==> src/rtl/det_cnt_scheduler_pkg.sv <==
// Shared types for the detect/count datapath scheduler: FSM state encoding and index helpers.
// No logic of its own; imported by the picker and the top level.
package det_cnt_scheduler_pkg;

  typedef enum logic [2:0] {
    ST_IDLE     = 3'd0,
    ST_START    = 3'd1,
    ST_WAIT_ACK = 3'd2,
    ST_RUN      = 3'd3,
    ST_DONE     = 3'd4,
    ST_ERR      = 3'd5
  } sched_state_t;

  // Modular add for requester indices; both operands are already below n.
  function automatic int wrap_add(input int a, input int b, input int n);
    return ((a + b) >= n) ? (a + b - n) : (a + b);
  endfunction

endpackage

==> src/rtl/det_cnt_scheduler_rr_pick.sv <==
// Rotate-priority picker: first set request at or after i_ptr, wrapping. Purely combinational,
// zero latency, no backpressure; o_vld low when nothing is requested.
module det_cnt_scheduler_rr_pick
  import det_cnt_scheduler_pkg::*;
#(
  parameter int NREQ = 4,
  parameter int IW   = $clog2(NREQ)
) (
  input  logic [NREQ-1:0] i_req,
  input  logic [IW-1:0]   i_ptr,
  output logic [IW-1:0]   o_idx,
  output logic            o_vld
);

  logic [NREQ-1:0] w_rot;
  logic [IW-1:0]   w_off;

  // Rotate so that bit 0 is the requester at ptr; the lowest set bit is then the winner.
  assign w_rot = NREQ'({i_req, i_req} >> i_ptr);

  always_comb begin
    w_off = '0;
    for (int j = NREQ - 1; j >= 0; j--) begin
      if (w_rot[j]) w_off = IW'(j);
    end
  end

  assign o_vld = |w_rot;
  assign o_idx = IW'(wrap_add(int'(i_ptr), int'(w_off), NREQ));

endmodule

==> src/rtl/det_cnt_scheduler.sv <==
// Round-robin owner of one detect/count datapath: grant, start pulse, track ready, done/err.
// gnt+dp_start 1 cycle after arbitration; done 1 cycle after ready returns; all outputs registered.
module det_cnt_scheduler
  import det_cnt_scheduler_pkg::*;
#(
  parameter int NREQ    = 4,
  parameter int TO_W    = 10,
  parameter int TIMEOUT = 1000
) (
  input  logic                    clk,
  input  logic                    rst_n,
  input  logic [NREQ-1:0]         req,
  output logic [NREQ-1:0]         gnt,
  output logic [NREQ-1:0]         done,
  output logic [NREQ-1:0]         err,
  output logic [$clog2(NREQ)-1:0] owner,
  output logic                    busy,
  output logic                    dp_start,
  input  logic                    dp_ready,
  output logic                    dp_abort
);

  localparam int              IW      = $clog2(NREQ);
  localparam logic            TO_EN   = (TIMEOUT != 0);
  localparam logic [TO_W-1:0] TO_LAST = TO_W'((TIMEOUT == 0) ? 0 : (TIMEOUT - 1));

  sched_state_t    r_state;
  logic [IW-1:0]   r_ptr;
  logic [IW-1:0]   r_owner;
  logic [NREQ-1:0] r_gnt;
  logic [NREQ-1:0] r_done;
  logic [NREQ-1:0] r_err;
  logic            r_busy;
  logic            r_start;
  logic            r_abort;
  logic [TO_W-1:0] r_tcnt;

  logic [IW-1:0]   w_pick_idx;
  logic            w_pick_vld;
  logic [NREQ-1:0] w_pick_oh;
  logic [NREQ-1:0] w_owner_oh;
  logic [IW-1:0]   w_next_ptr;
  logic            w_to_hit;
  logic [TO_W-1:0] w_tcnt_inc;

  det_cnt_scheduler_rr_pick #(
    .NREQ (NREQ),
    .IW   (IW)
  ) u_pick (
    .i_req (req),
    .i_ptr (r_ptr),
    .o_idx (w_pick_idx),
    .o_vld (w_pick_vld)
  );

  assign w_pick_oh  = {{(NREQ-1){1'b0}}, 1'b1} << w_pick_idx;
  assign w_owner_oh = {{(NREQ-1){1'b0}}, 1'b1} << r_owner;
  assign w_next_ptr = IW'(wrap_add(int'(r_owner), 1, NREQ));
  assign w_to_hit   = TO_EN && (r_tcnt == TO_LAST);
  // Saturating so a disabled timeout can never wrap back into a stale match.
  assign w_tcnt_inc = (r_tcnt == {TO_W{1'b1}}) ? r_tcnt : (r_tcnt + 1'b1);

  always_ff @(posedge clk or negedge rst_n) begin
    if (!rst_n) begin
      r_state <= ST_IDLE;
      r_ptr   <= '0;
      r_owner <= '0;
      r_gnt   <= '0;
      r_done  <= '0;
      r_err   <= '0;
      r_busy  <= 1'b0;
      r_start <= 1'b0;
      r_abort <= 1'b0;
      r_tcnt  <= '0;
    end else begin
      r_start <= 1'b0;
      r_done  <= '0;
      r_err   <= '0;
      r_abort <= 1'b0;
      case (r_state)
        ST_IDLE: begin
          if (w_pick_vld && dp_ready) begin
            r_owner <= w_pick_idx;
            r_gnt   <= w_pick_oh;
            r_busy  <= 1'b1;
            r_start <= 1'b1;
            r_state <= ST_START;
          end
        end
        ST_START: begin
          r_tcnt  <= '0;
          r_state <= ST_WAIT_ACK;
        end
        ST_WAIT_ACK: begin
          if (!dp_ready) begin
            r_tcnt  <= '0;
            r_state <= ST_RUN;
          end else if (w_to_hit) begin
            r_err   <= w_owner_oh;
            r_abort <= 1'b1;
            r_state <= ST_ERR;
          end else begin
            r_tcnt  <= w_tcnt_inc;
          end
        end
        ST_RUN: begin
          if (dp_ready) begin
            r_done  <= w_owner_oh;
            r_state <= ST_DONE;
          end else if (w_to_hit) begin
            r_err   <= w_owner_oh;
            r_abort <= 1'b1;
            r_state <= ST_ERR;
          end else begin
            r_tcnt  <= w_tcnt_inc;
          end
        end
        ST_DONE, ST_ERR: begin
          r_ptr   <= w_next_ptr;
          r_gnt   <= '0;
          r_busy  <= 1'b0;
          r_state <= ST_IDLE;
        end
        default: begin
          r_gnt   <= '0;
          r_busy  <= 1'b0;
          r_state <= ST_IDLE;
        end
      endcase
    end
  end

  assign gnt      = r_gnt;
  assign done     = r_done;
  assign err      = r_err;
  assign owner    = r_owner;
  assign busy     = r_busy;
  assign dp_start = r_start;
  assign dp_abort = r_abort;

endmodule

==> config.mk <==
export PLATFORM = sky130hd
export DESIGN_NAME = det_cnt_scheduler
export DESIGN_NICKNAME = d
export VERILOG_FILES = /design/src/rtl/det_cnt_scheduler_pkg.sv /design/src/rtl/det_cnt_scheduler_rr_pick.sv /design/src/rtl/det_cnt_scheduler.sv
export SDC_FILE = /design/constraint.sdc
export NUM_CORES = 1
export LEC_CHECK = 0
export CORE_ASPECT_RATIO = 1.25
export CORE_MARGIN = 2
export CORE_UTILIZATION = 58
export DETAILED_ROUTE_END_ITERATION = 8
export PLACE_DENSITY = 0.93
export RECOVER_POWER = 100
export SYNTH_ARGS = -nofsm -noshare
export SYNTH_HDL_FRONTEND = slang
export SYNTH_HIERARCHICAL = 1
export SYNTH_SLANG_ARGS = --single-unit
export TNS_END_PERCENT = 50
==> constraint.sdc <==
create_clock -name clk -period 6.7 [get_ports clk]
set_clock_uncertainty 0.2 [all_clocks]
set_input_delay 1.34 -clock clk [delete_from_list [all_inputs] [get_ports clk]]
set_output_delay 1.34 -clock clk [all_outputs]
set_load 0.01 [all_outputs]
* Word level (Yosys, flattened, before mapping)
Index checks and enable logic that the tools add are counted.
** Cells by class
- Bitwise operators :: 1
- Mux-type cells :: 32
- Magnitude comparators :: 2
- Equality and inequality tests :: 9
- Reduce and logical (&&, ||, !) cells :: 9
- Add/subtract/negate cells :: 5
- Shift operators :: 3
** Operators by type and width (count)
- $mux W10 :: 4
- $pmux W10 S3 :: 1
- $mux W4 :: 6
- $eq A10 B10 Y1 const B :: 2
- $pmux W4 S2 :: 2
- $mux W2 :: 6
- $mux W3 :: 4
- $pmux W3 S4 :: 1
- $add A10 B1 Y10 const B :: 1
- $shl A1 B2 Y4 const A :: 2
- $shr A8 B2 Y4 :: 1
- $eq A3 B2 Y1 const B :: 2
- $eq A3 B3 Y1 const B :: 2
- $ge A3 B3 Y1 const B :: 2
- $mux W1 :: 6
- $reduce_and A2 Y1 :: 3
- $ne A2 B2 Y1 const B :: 2
- $pmux W1 S2 :: 2
- $reduce_or A4 Y1 :: 1
- $sub A2 B1 Y2 const B :: 2
- $add A2 B1 Y3 const B :: 1
- $add A2 B2 Y3 :: 1
- $eq A3 B1 Y1 const B :: 1
- $logic_not A3 Y1 :: 1
- other kinds (5) :: 5
** Storage, ports and cells
- Input port bits :: 7
- Flip-flop bits (word level) :: 32
- Output and inout port bits :: 17

* Logic depth before layout (Yosys ltp)
Gate-level depths: netlist of run 1.
- Depth after elaboration :: 11
- Mapped depth :: 9
- Gate-level depth less buffers :: 9

* By module
The synthesis of run 1 kept the hierarchy.
** Modules (own cells, without submodules)
- det_cnt_scheduler :: area each 1566.5 um^2, cells each 153, times used 1
- det_cnt_scheduler_rr_pick :: area each 180.2 um^2, cells each 23, times used 1

* Worst setup path after synthesis of run 1
Ideal clock, no wire load.
- Path kind :: input -> register
- From :: input port req[1]
- To :: register r_gnt[0], in the netlist gnt[0]
- Path buffers :: 0
- Cell stages on the path :: 9
- Data required time :: 6.422 ns
- Slack :: 3.661 ns
- Data arrival time :: 2.761 ns
- Cell sequence :: nor2b_1 -> a21oi_1 -> o22ai_1 -> o21a_1 -> ha_1 -> xnor2_1 -> xnor2_1 -> or3_1 -> a21oi_1
** Between the ends
- Cells in the longest elaborated chain, start to end :: 11
** Ends and longest elaborated chain
- from (decl) :: line det_cnt_scheduler.sv:12 : input logic [NREQ-1:0] req,
- $shr A8 B2 Y4 (*) :: line det_cnt_scheduler_rr_pick.sv:19 : assign w_rot = NREQ'({i_req, i_req} >> i_ptr);
- $mux W2 (3 in a row) :: line det_cnt_scheduler_rr_pick.sv:24 : if (w_rot[j]) w_off = IW'(j);
- $mux W2 (*) :: line det_cnt_scheduler_rr_pick.sv:24
- $add A2 B2 Y3 (*) :: line det_cnt_scheduler_pkg.sv:16 : return ((a + b) >= n) ? (a + b - n) : (a + b);
- $ge A3 B3 Y1 or $sub A2 B1 Y2 (tied branches) :: line det_cnt_scheduler_pkg.sv:16
- $mux W2 (*) :: line det_cnt_scheduler_pkg.sv:16
- named net w_pick_idx[1] :: line det_cnt_scheduler.sv:38 : logic [IW-1:0] w_pick_idx;
- $shl A1 B2 Y4 (*) :: line det_cnt_scheduler.sv:56 : assign w_pick_oh = {{(NREQ-1){1'b0}}, 1'b1} << w_pick_idx;
- $mux W4 (*) :: line det_cnt_scheduler.sv:82 : if (w_pick_vld && dp_ready) begin
- $pmux W4 S2 (*) :: line det_cnt_scheduler.sv:80 : case (r_state)
- to (signal assigned) :: line det_cnt_scheduler.sv:84 : r_gnt <= w_pick_oh;
- to (decl) :: line det_cnt_scheduler.sv:30 : logic [NREQ-1:0] r_gnt;
Mark *: on every way through the listed nets, which the timed path passes. The rest lies on a longest branch. The select of a mux whose other input is x is not followed.
A chain may end at the register's enable or synchronous reset.

* Final worst setup path of run 1
- From :: input port req[0]
- To :: register r_gnt[0], in the netlist gnt[0]
The elaborated chain is that of the path after synthesis.

==> reports/qor.csv, run 1 <==
metric,value,unit
Post-synth EDFFs,0,
Overall Global Routing Usage,25.0,%
WS Path Type,in -> reg,
synthesized netlist cell count,176,
TritonRoute pass-1 iters,4,
setup TNS,0,ns
Max Fclk,285,MHz
syn avg cell area,9.92,um^2
Post-synth top flop,dfrtp_1,
DP Wirelength,2700,um
# setup viols final,0,
DR vias,1437,
post_cts resized,0,
Sink Count,32,
"FFs w/ async S/R, synth",100,%
Arrival @ worst endpoint,3.59,ns
Worst Tran Pin Value,1.66,ns
DRC viols,0,
top cell type's share of synthesized area,45.8,%
first-pass GRT wire length,6400,um
initial antenna violation count,0,
dpl cells,230,
Clock Latency Late Sink,0.34,ns
hold_ws,0.308,ns
CP Capture Type,flip-flop,
data required time of the critical path,6.77,ns
CP peak stage delay,0.71,ns
"area leader, netlist",dfrtp_1,
hold_buf cts,0,
mapped cell area,1750,um^2
max_cap viols,1,
share of cells above drive strength 1,7.92,%
cts bufs inserted,5,
cells along the critical path,dlygate4sd3_1 > nor2b_1 > a21oi_1 > o22ai_1 > o21a_1 > ha_1 > xnor2_1 > xnor2_1 > or3_1 > a21oi_1,
drt first-iter violations,42,
worst relative slew slack,-10.4,%
Register Area,801,um^2
largest net degree at the start of global routing,33,
setup bufs post-CTS,0,
I/O pins,24,
initial core utilization,59.9,%
ANT nets after route,0,
antenna cells,0,
yosys warns,6,
startpoint types,input pin,
Clock transition at path regs,0.11,ns
WL per Instance,15.9,um
nets,214,
H-tree depth,2,
Chip Width,53.1,um
Synth cell types,48,
CTS tree,yes,
total congestion overflow,0,
commonest cells in the netlist,"dfrtp_1, a21oi_1, nand2_1",
unrepaired setup endpoints after global routing,no,
crit-path max FO,8,
PwrDens,347,nW/um^2
Power Total,0.000712,W
GPL Wtd Cong,0.883,
FP Rows,22,
Post-Syn Nets,189,
final critical-path share of the clock period,52.4,%
status,"finished, violations left",
Final Util,70.4,%
top-count cell post-synth,dfrtp_1,
minimum clock period,3.51,ns
Hold Fails Final Rpt,0,
largest cells by area after synthesis,"dfrtp_1, ha_1, a21oi_1",
Multi-input gate area,880,um^2
PortBufs,23,
Max clock buf depth,2,
die area,3470,um^2
sequential share of the synthesized area,45.8,%
failing checks,"max-capacitance violations, max-slew violations",
number of global-route vias before repair,1383,
Vias/cell,6.04,
crit-path leading delay family,buffers and inverters,
hold crit path type,reg -> reg,
leakage power,0.909,nW
synthesized flop and latch total,32,
Fill cells,238,
Core Box Area,2920,um^2
final wirelength,3780,um
"Cell Count, Final, Fillers Out",238,
WP buf/inv,1,
area growth from synthesis to layout,17.6,%
die height,65.4,um
Final Slew Violations,33,
Worst VDD drop,0.273,mV
Root Buffer,clkbuf_4,
Slowest cell on crit path,dlygate4sd3_1,
## logic make-up (layout without fill, tap and decap cells)
logic type / after synthesis / count (layout) / share of synthesized area, %
DFF: 32 / 32 / 45.8
buffers and inverters: 11 / 37 / 3.15
AOI/OAI and AO/OA: 35 / 35 / 13.5
and+or+nand+nor: 82 / 82 / 27.4
adders and majority gates: 6 / 6 / 4.30
xor gates and xnor gates: 5 / 5 / 2.51
muxes: 5 / 5 / 3.37
## layer usage
metal / part of all wire, % / vias to the layer above / global-route usage, % / wire length (um)
li1: - / 685 / - / -
met1: 39 / 701 / 30.8 / 1490
met2: 55 / 45 / 43.1 / 2070
met3: 4.7 / 6 / 6.14 / 177
met4: 1.2 / 0 / 6.41 / 44
met5: 0 / - / 0 / 0
## sequential cells by signal, indices dropped and copies added, names as in the netlist
name	cells
r_tcnt	10
done	4
err	4
gnt	4
r_state	3
owner	2
r_ptr	2
busy	1
dp_abort	1
dp_start	1
## cell usage in the layout, fill, tap and decap left out, types with 2 or more instances in the layout
cell / count
clkbuf_4: 5
and3_1: 6
ha_1: 6
nor4_2: 2
nand3b_1: 4
or3_1: 3
nand3_1: 8
nor2b_1: 3
nor2_1: 10
nor4_1: 4
xor2_1: 2
inv_1: 5
clkbuf_1: 2
or4_1: 3
mux2_2: 3
clkdlybuf4s50_1: 3
dfrtp_1: 32
o21ai_0: 6
and2_0: 4
dlygate4sd3_1: 20
nand2b_1: 6
a311oi_1: 2
nor3_1: 7
xnor2_1: 3
a21oi_1: 14
nand2_1: 14
and2_1: 2
## report_power, final
part / leakage (nW) / internal (W) / total, W / switching, W
clock network: 0.0422 / 0.0000782 / 0.000145 / 0.0000671
registers: 0.428 / 0.000233 / 0.000288 / 0.0000553
logic: 0.439 / 0.000123 / 0.000278 / 0.000155
## final cells by class
class	instances	area share, %
tap	36	2.19
sequential	32	39.0
clock inverter	2	1.71
multi-input combinational	133	42.8
inverter	5	0.914
timing repair buffer	24	11.4
clock buffer	6	2.01
## path summary, 6_finish.rpt
path                                      startpoint                    end  slack (ns)  cells after the start
worst max-delay path                          req[0]     gnt[0]$_DFFE_PN0P_        3.19                     10
worst min-delay path                busy$_DFFE_PN0P_       busy$_DFFE_PN0P_        0.31                      2
worst max register to register  r_ptr[1]$_DFFE_PN0P_     gnt[0]$_DFFE_PN0P_        4.37                      9
worst min register to register      busy$_DFFE_PN0P_       busy$_DFFE_PN0P_        0.31                      2
max in group asynchronous                      rst_n     gnt[2]$_DFFE_PN0P_        3.59                      2
min in group asynchronous                      rst_n  r_tcnt[2]$_DFFE_PN0P_        1.74                      2
## per-stage QoR
stage | instance area [um^2] | setup WS (ns)
after floorplan | 1750 | 3.66
after global placement | 1990 | 3.02
after detailed placement | 1990 | 2.91
after CTS | 2070 | 3.28
after global routing | 2050 | 3.09
final | 2050 | 3.19
## worst register-to-register path, stage by stage, from the launching register on
cell and delay [ns]:
dfrtp_1 0.46, nand2b_1 0.18, a21oi_1 0.15, o22ai_1 0.08, o21a_1 0.18, ha_1 0.18
xnor2_1 0.13, xnor2_1 0.19, or3_1 0.37, a21oi_1 0.15
(Power assumes the default switching activity.)
==> run 2: changes to the inputs <==
--- a/config.mk
+++ b/config.mk
@@ -7,9 +7,9 @@
 export LEC_CHECK = 0
 export CORE_ASPECT_RATIO = 1.25
 export CORE_MARGIN = 2
-export CORE_UTILIZATION = 58
+export CORE_UTILIZATION = 49
 export DETAILED_ROUTE_END_ITERATION = 8
-export PLACE_DENSITY = 0.93
+export PLACE_DENSITY = 0.84
 export RECOVER_POWER = 100
 export SYNTH_ARGS = -nofsm -noshare
 export SYNTH_HDL_FRONTEND = slang
==> constraint.sdc (replaced) <==
create_clock -name clk -period 2.8 [get_ports clk]
set_clock_uncertainty 0.2 [all_clocks]
set_input_delay 0.56 -clock clk [delete_from_list [all_inputs] [get_ports clk]]
set_output_delay 0.56 -clock clk [all_outputs]
set_load 0.01 [all_outputs]
==> run 2 against run 1 <==
  * The run now ends clean
  * Clock-buffer cell count unchanged
  * Combinational power rose to 2.5 times the previous value
  * Critical endpoint unchanged
  * Non-clock buffer count up 9
  * Register-to-register slack worse by 4.0 ns
  * Highest routed layer unchanged
  * Final cell count up 5.0%
==> reports/qor.csv, run 2 (synthesis results as in run 1) <==
metric,value,unit
Max clock buf depth,2,
CP peak stage delay,0.54,ns
PwrDens,815,nW/um^2
Biggest register,r_tcnt,
Sink Count,32,
die height,70.8,um
hold crit path type,reg -> reg,
WL per Instance,14.8,um
initial antenna violation count,0,
Max Fclk,381,MHz
FP Rows,24,
Hold Path Depth,2,
R2R cell count,9,
number of global-route vias before repair,1371,
Core Box Area,3450,um^2
total congestion overflow,0,
data required time of the critical path,2.81,ns
"most common cell after layout, fill and taps aside",dfrtp_1,
largest net degree at the start of global routing,33,
antenna cells,0,
Overall Global Routing Usage,19.9,%
most frequent cells in the layout,"dfrtp_1, dlygate4sd3_1, nand2_1, a21oi_1, nor2_1",
area growth from synthesis to layout,23.4,%
startpoint types,input pin,
status,"finished, final reports clean",
first-pass GRT wire length,6310,um
Worst VDD drop,0.470,mV
Multi-input gate area,892,um^2
# setup viols final,0,
worst relative slew slack,29.8,%
crit-path leading delay family,buffers and inverters,
WP buf/inv,2,
setup bufs post-CTS,0,
TritonRoute pass-1 iters,4,
Register Area,801,um^2
Crit. path cell count,10,
Slowest cell on crit path,clkdlybuf4s50_1,
Hold Fails Final Rpt,0,
Vias/cell,5.82,
GPL Wtd Cong,0.932,
unrepaired setup endpoints after global routing,no,
DP Wirelength,2580,um
initial core utilization,50.6,%
final worst slack,0.173,ns
Clock Latency Late Sink,0.29,ns
number of flip-flops in the largest register,10,
Root Buffer,clkbuf_8,
CP Capture Type,flip-flop,
die area,4060,um^2
Final Slew Violations,0,
minimum clock period,2.63,ns
max_cap viols,0,
Arrival @ worst endpoint,2.64,ns
hold_ws,0.304,ns
cells along the critical path,clkdlybuf4s50_1 > inv_1 > a2bb2oi_2 > o211ai_1 > o21a_1 > ha_1 > xnor2_2 > xnor2_1 > or3_1 > a21oi_1,
setup TNS,0,ns
ANT nets after route,0,
final critical-path share of the clock period,93.8,%
WS Path Type,in -> reg,
Clock transition at path regs,0.06,ns
drt first-iter violations,75,
DP Worst Slack,-0.121,ns
PortBufs,23,
H-tree depth,2,
leakage power,0.975,nW
Chip Width,57.4,um
nets,223,
DR vias,1454,
Worst Tran Pin Value,1.04,ns
CTS tree,yes,
crit-path max FO,5,
cts bufs inserted,5,
share of cells above drive strength 1,13.3,%
DRC viols,0,
I/O pins,24,
Fill cells,284,
final wirelength,3710,um
==> run 2: path summary, 6_finish.rpt <==
check | start | to | slack (ns)
worst max-delay path | req[2] | gnt[0]$_DFFE_PN0P_ | 0.17
worst min-delay path | busy$_DFFE_PN0P_ | busy$_DFFE_PN0P_ | 0.30
worst max register to register | r_ptr[1]$_DFFE_PN0P_ | gnt[0]$_DFFE_PN0P_ | 0.35
worst min register to register | busy$_DFFE_PN0P_ | busy$_DFFE_PN0P_ | 0.30
max in group asynchronous | rst_n | r_state[1]$_DFFE_PN0P_ | 1.23
min in group asynchronous | rst_n | dp_start$_DFF_PN0_ | 0.67
==> run 2: layer usage <==
| metal | GRT usage, % | up-vias | share of wire, % |
|---|---|---|---|
| met5 | 0 | - | 0 |
| met4 | 11.9 | 0 | 3.5 |
| met3 | 5.12 | 12 | 4.0 |
| met2 | 31.9 | 33 | 52 |
| met1 | 23.7 | 701 | 41 |
| li1 | - | 708 | - |
==> run 2: where the power goes <==
group / switching [W] / leakage (nW) / internal, W
Clock: 0.000172 / 0.0510 / 0.000196
Sequential: 0.000126 / 0.428 / 0.000559
Combinational: 0.000373 / 0.496 / 0.000330
==> run 2: area by class of cell <==
cell class | count | share of cell area [%]
Multi-Input combinational cell | 133 | 41.4
Sequential cell | 32 | 37.2
Timing Repair Buffer | 33 | 14.0
Clock buffer | 6 | 3.83
Tap cell | 39 | 2.26
Inverter | 5 | 0.871
Clock inverter | 2 | 0.465
==> run 2: worst min-delay path, stage by stage (launching register included) <==
cell     delay (ns)
dfrtp_1        0.34
nor2_1         0.05
nor2_1         0.07
==> run 2: metrics by stage <==
step / std cells / total power (W) / area (um^2) / utilization, %
after global placement: 242 / 0.00138 / 2060 / 59.8
after CTS: 250 / 0.00178 / 2160 / 62.5
final: 250 / 0.00176 / 2150 / 62.4
after detailed placement: 242 / 0.00141 / 2060 / 59.8
after floorplan: 176 / 0.00116 / 1750 / -
after global routing: 250 / 0.00189 / 2150 / 62.4
==> run 2: what timing repair did <==
item / CTS / global route
setup endpoints to repair: 0 / 4
hold buffers: 0 / 0
resized for setup: 0 / 4
==> run 3: changes to the inputs <==
--- a/config.mk
+++ b/config.mk
@@ -7,9 +7,11 @@
 export LEC_CHECK = 0
 export CORE_ASPECT_RATIO = 1.25
 export CORE_MARGIN = 2
-export CORE_UTILIZATION = 49
+export CORE_UTILIZATION = 51
+export CTS_BUF_LIST = sky130_fd_sc_hd__clkbuf_2
+export CTS_CLUSTER_DIAMETER = 100
 export DETAILED_ROUTE_END_ITERATION = 8
-export PLACE_DENSITY = 0.84
+export PLACE_DENSITY = 0.87
 export RECOVER_POWER = 100
 export SYNTH_ARGS = -nofsm -noshare
 export SYNTH_HDL_FRONTEND = slang
==> run 3 against run 2 <==
  * The flow now finishes with violations (max-capacitance violations, max-slew violations)
  * Global-route usage rose by 0.74 points
  * Wire length fell by 2.9%
  * Sequential share of layout area is 0.93 points higher
  * Register-to-register slack improved by 0.04 ns
==> reports/qor.csv, run 3 (synthesis results as in run 1) <==
metric,value,unit
cts bufs inserted,5,
# setup viols final,0,
first-pass GRT wire length,6440,um
Final Util,64.6,%
Max clock buf depth,2,
failing checks,"max-capacitance violations, max-slew violations",
Chip Width,56.3,um
WS Path Type,in -> reg,
number of global-route vias before repair,1446,
WL per Instance,14.6,um
ANT nets after route,0,
TritonRoute pass-1 iters,4,
leakage power,0.940,nW
Final Slew Violations,33,
PwrDens,806,nW/um^2
die height,69.4,um
hold_buf cts,0,
Power Total,0.00169,W
I/O pins,24,
DR vias,1474,
Worst Tran Pin Value,1.61,ns
Overall Global Routing Usage,20.7,%
final worst slack,0.243,ns
Max Fclk,391,MHz
CP Capture Type,flip-flop,
Arrival @ worst endpoint,2.67,ns
GPL Wtd Cong,0.897,
Root Buffer,clkbuf_2,
R2R cell count,5,
setup TNS,0,ns
reg-to-reg startpoint,r_tcnt[0]$_DFFE_PN0P_,
hold crit path type,reg -> reg,
worst relative slew slack,-7.20,%
DP Worst Slack,-0.0772,ns
Sink Count,32,
total congestion overflow,0,
most frequent cells in the layout,"dfrtp_1, dlygate4sd3_1, nand2_1, a21oi_1, nor2_1",
Biggest register,r_tcnt,
H-tree depth,2,
Hold Fails Final Rpt,0,
RR Endpoint,r_state[0]$_DFFE_PN0P_,
post_cts resized,0,
Clock Latency Late Sink,0.38,ns
"most common cell after layout, fill and taps aside",dfrtp_1,
worst hold start,busy$_DFFE_PN0P_,
Worst VDD drop,0.486,mV
FP Rows,23,
drt first-iter violations,64,
crit-path max FO,5,
area growth from synthesis to layout,20.3,%
DP Wirelength,2600,um
Clock transition at path regs,0.16,ns
data required time of the critical path,2.91,ns
Vias/cell,5.97,
initial core utilization,53.7,%
hold_ws,0.318,ns
final critical-path share of the clock period,91.3,%
CTS tree,yes,
hold path endpoint,busy$_DFFE_PN0P_,
number of flip-flops in the largest register,10,
setup bufs post-CTS,0,
largest net degree at the start of global routing,33,
Core Box Area,3250,um^2
share of cells above drive strength 1,11.4,%
Hold Path Depth,2,
minimum clock period,2.56,ns
nets,222,
max_cap viols,1,
DRC viols,0,
status,"finished, violations left",
FF-to-FF setup slack,0.39,ns
initial antenna violation count,0,
antenna cells,0,
unrepaired setup endpoints after global routing,no,
startpoint types,input pin,
die area,3910,um^2
PortBufs,23,
final wirelength,3600,um
-- run 3: worst max path at each step --
| stage | startpoint | end | slack (ns) | cells after the start |
|---|---|---|---|---|
| 2_1_floorplan | req[1] | gnt[0]$_DFFE_PN0P_ | 0.54 | 9 |
| 3_3_place_gp | req[1] | gnt[0]$_DFFE_PN0P_ | -0.03 | 10 |
| 3_5_place_dp | req[1] | gnt[0]$_DFFE_PN0P_ | -0.08 | 10 |
| 4_1_cts | req[1] | gnt[2]$_DFFE_PN0P_ | 0.27 | 10 |
| 5_1_grt | req[1] | gnt[0]$_DFFE_PN0P_ | 0.13 | 10 |
| 6_report | req[1] | gnt[0]$_DFFE_PN0P_ | 0.24 | 10 |
-- run 3: stage by stage --
stage	cells	area, um^2
detailed placement	239	2050
CTS	247	2120
global route	247	2100
floorplan	176	1750
finish	247	2100
global placement	239	2050
-- run 3: layout make-up --
cell class / instances / area [um^2]
Fill cell: 263 / 1150
Multi-Input combinational cell: 133 / 878
Sequential cell: 32 / 801
Timing Repair Buffer: 32 / 290
Tap cell: 37 / 46.3
Clock inverter: 3 / 42.5
Clock buffer: 5 / 25.0
Inverter: 5 / 18.8
-- run 3: report_power, final --
part           total (W)  internal (W)  switching, W
combinational   0.000696      0.000318      0.000379
clock           0.000313      0.000149      0.000164
sequential      0.000685      0.000557      0.000128
-- run 3: per-layer routing --
metal / wire length, um / track usage (%) / up-vias
li1: - / - / 708
met1: 1460 / 24.5 / 696
met2: 1790 / 33.3 / 55
met3: 188 / 5.60 / 15
met4: 160 / 11.9 / 0
met5: 0 / 0 / -
-- run 3: worst max-delay path: stages --
cell             delay [ns]
clkdlybuf4s50_1        0.55
nand2b_1               0.10
a2bb2oi_1              0.17
o211ai_1               0.11
o21a_1                 0.13
ha_1                   0.18
xnor2_1                0.13
xnor2_1                0.21
or3_1                  0.39
a21oi_1                0.14
==> RTL change, RTL diff (settings of run 2) <==
Put one more register stage on the output `err`, without a reset. The value now appears one clock later. The other outputs are not delayed to match.
--- a/src/rtl/det_cnt_scheduler.sv
+++ b/src/rtl/det_cnt_scheduler.sv
@@ -133,5 +133,7 @@
   assign gnt      = r_gnt;
   assign done     = r_done;
-  assign err      = r_err;
+  always_ff @(posedge clk) begin
+    err <= r_err;
+  end
   assign owner    = r_owner;
   assign busy     = r_busy;
Function: no difference found for any inputs over 10 cycles, from zero or initial values and one cycle with rst_n low; that may be too few to reach the edited logic, so the function may still have changed.
==> RTL change against run 2 <==
Sequential cell count increased by 4. Setup slack improved by 0.078 ns. Power rose by 1.8%. Design area down 0.17%. Non-clock buffer count decreased by 6. Register-to-register slack improved by 0.22 ns. Synthesized area grew 2.7%. Sequential share of layout area increased by 3.8 points. Largest cell class is now flip-flops and latches. Routed wire length fell by 7.9%. Sequential power increased by 9.2%. First-iteration DRC count down 59%.
==> RTL change: results (changes against run 2) <==
<table>
<tr><th>Metric</th><th>Value</th></tr>
<tr><th colspan="2">Run status</th></tr>
<tr><td>Result of the run</td><td>completed</td></tr>
<tr><th colspan="2">Yosys</th></tr>
<tr><td>Biggest area contributors in the synthesized netlist</td><td>sky130_fd_sc_hd__dfrtp_1, sky130_fd_sc_hd__dfxtp_1, sky130_fd_sc_hd__ha_1</td></tr>
<tr><td>Average cell area after synthesis</td><td>10.6 sq um (+6.3%)</td></tr>
<tr><td>Number of library cell types mapped by synthesis</td><td>57 (+19%)</td></tr>
<tr><td>Leading post-synthesis cells by instance count</td><td>sky130_fd_sc_hd__dfrtp_1, sky130_fd_sc_hd__nand2_1, sky130_fd_sc_hd__o21ai_0</td></tr>
<tr><td>Sequential element share of the synthesized area</td><td>0.491 (+0.0325)</td></tr>
<tr><td>Number of standard cells after synthesis</td><td>170 (-3.4%)</td></tr>
<tr><td>Compound-Gate Fraction of Synth Area</td><td>0.181 (+0.0459)</td></tr>
<tr><td>Net Count, Synth</td><td>183 (-3.2%)</td></tr>
<tr><td>Share of flip-flops with an asynchronous set or reset after synthesis</td><td>0.889 (-0.111)</td></tr>
<tr><th colspan="2">Global route</th></tr>
<tr><td>Number of global-route vias before repair</td><td>1,302 (-5.0%)</td></tr>
<tr><td>GR met3 Demand/Resource</td><td>0.0596 (+0.00838)</td></tr>
<tr><td>Met2 Track Usage GR</td><td>0.294 (-0.0253)</td></tr>
<tr><th colspan="2">Setup path</th></tr>
<tr><td>First element of the critical path</td><td>req[0]</td></tr>
<tr><th colspan="2">Placement</th></tr>
<tr><td>Worst setup timing slack at the placement stage</td><td>-0.00441 ns (+0.117 ns)</td></tr>
<tr><td>Total placed instance area</td><td>2080 sq um (+0.91%)</td></tr>
<tr><td>RePlAce Congestion</td><td>0.884 (-5.2%)</td></tr>
<tr><td># placed instances</td><td>233 (-3.7%)</td></tr>
<tr><th colspan="2">Routing</th></tr>
<tr><td>Post-detailed-route wirelength per cell</td><td>14.2 um (-4.5%)</td></tr>
<tr><td>Average vias per placed instance</td><td>5.67 (-2.5%)</td></tr>
<tr><th colspan="2">Layout</th></tr>
<tr><td>Non-clock inverter instance count of the final layout</td><td>8 (+3)</td></tr>
<tr><td>Clock-cell share of area</td><td>0.0407 (-0.00225)</td></tr>
<tr><td>Multi-input logic cell count</td><td>123 (-7.5%)</td></tr>
<tr><td>End-of-flow core utilization</td><td>0.612 (-0.0117)</td></tr>
<tr><th colspan="2">Power and ir drop</th></tr>
<tr><td>Lkg Pwr</td><td>0.000995 uW (+2.0%)</td></tr>
<tr><td>Worst voltage drop across the vdd grid</td><td>0.000515 V (+9.5%)</td></tr>
<tr><th colspan="2">Timing</th></tr>
<tr><td>Slew HR</td><td>0.484 (+0.187)</td></tr>
</table>
==> RTL change: cell types whose count changed in the layout (fill, tap and decap cells not counted), sizes merged, moves of 4 or more <==
cell / run 2 / this run
nor3: 7 / 3
nand3: 9 / 5
o21ai: 6 / 11
dfxtp: 0 / 4
buf: 8 / 2
a21oi: 14 / 4
nor4: 6 / 2
nand3b: 4 / 0
==> RTL change: power breakdown <==
group / leakage, uW / internal [uW] / switching [uW]
clock network: 0.0000479 / 173 / 191
registers: 0.000460 / 622 / 126
logic: 0.000487 / 312 / 364
total: 0.000995 / 1110 / 681
==> RTL change: cells by family after synthesis <==
logic type,after synthesis
multiplexers,4
XOR/XNOR,3
flip-flops,36
buffers and inverters,11
AO/OA/AOI/OAI,44
AND/OR/NAND/NOR,66
adder cells (fa/ha/maj),6
==> RTL change: worst max-delay path, cell delays in order <==
cell	delay, ns
sky130_fd_sc_hd__dlygate4sd3_1	0.62
sky130_fd_sc_hd__nor2b_1	0.10
sky130_fd_sc_hd__a21oi_1	0.12
sky130_fd_sc_hd__o22ai_1	0.08
sky130_fd_sc_hd__o21a_1	0.17
sky130_fd_sc_hd__ha_1	0.19
sky130_fd_sc_hd__xnor2_1	0.13
sky130_fd_sc_hd__xnor2_1	0.36
sky130_fd_sc_hd__a32o_1	0.24
==> RTL change: worst paths after layout <==
kind	to	cells past startpoint
hold / removal	err[3]	0
setup reg to reg	gnt[3]	8
min in group asynchronous	r_err[1]	2
max in group asynchronous	r_state[1]	2
hold reg to reg	err[3]	0
setup / recovery	gnt[3]	9
==> RTL change: routing by layer <==
metal | up-vias | wire, um
li1 | 674 | -
met1 | 658 | 1560
met2 | 29 | 1660
met3 | 6 | 129
met4 | 0 | 58
met5 | - | 0
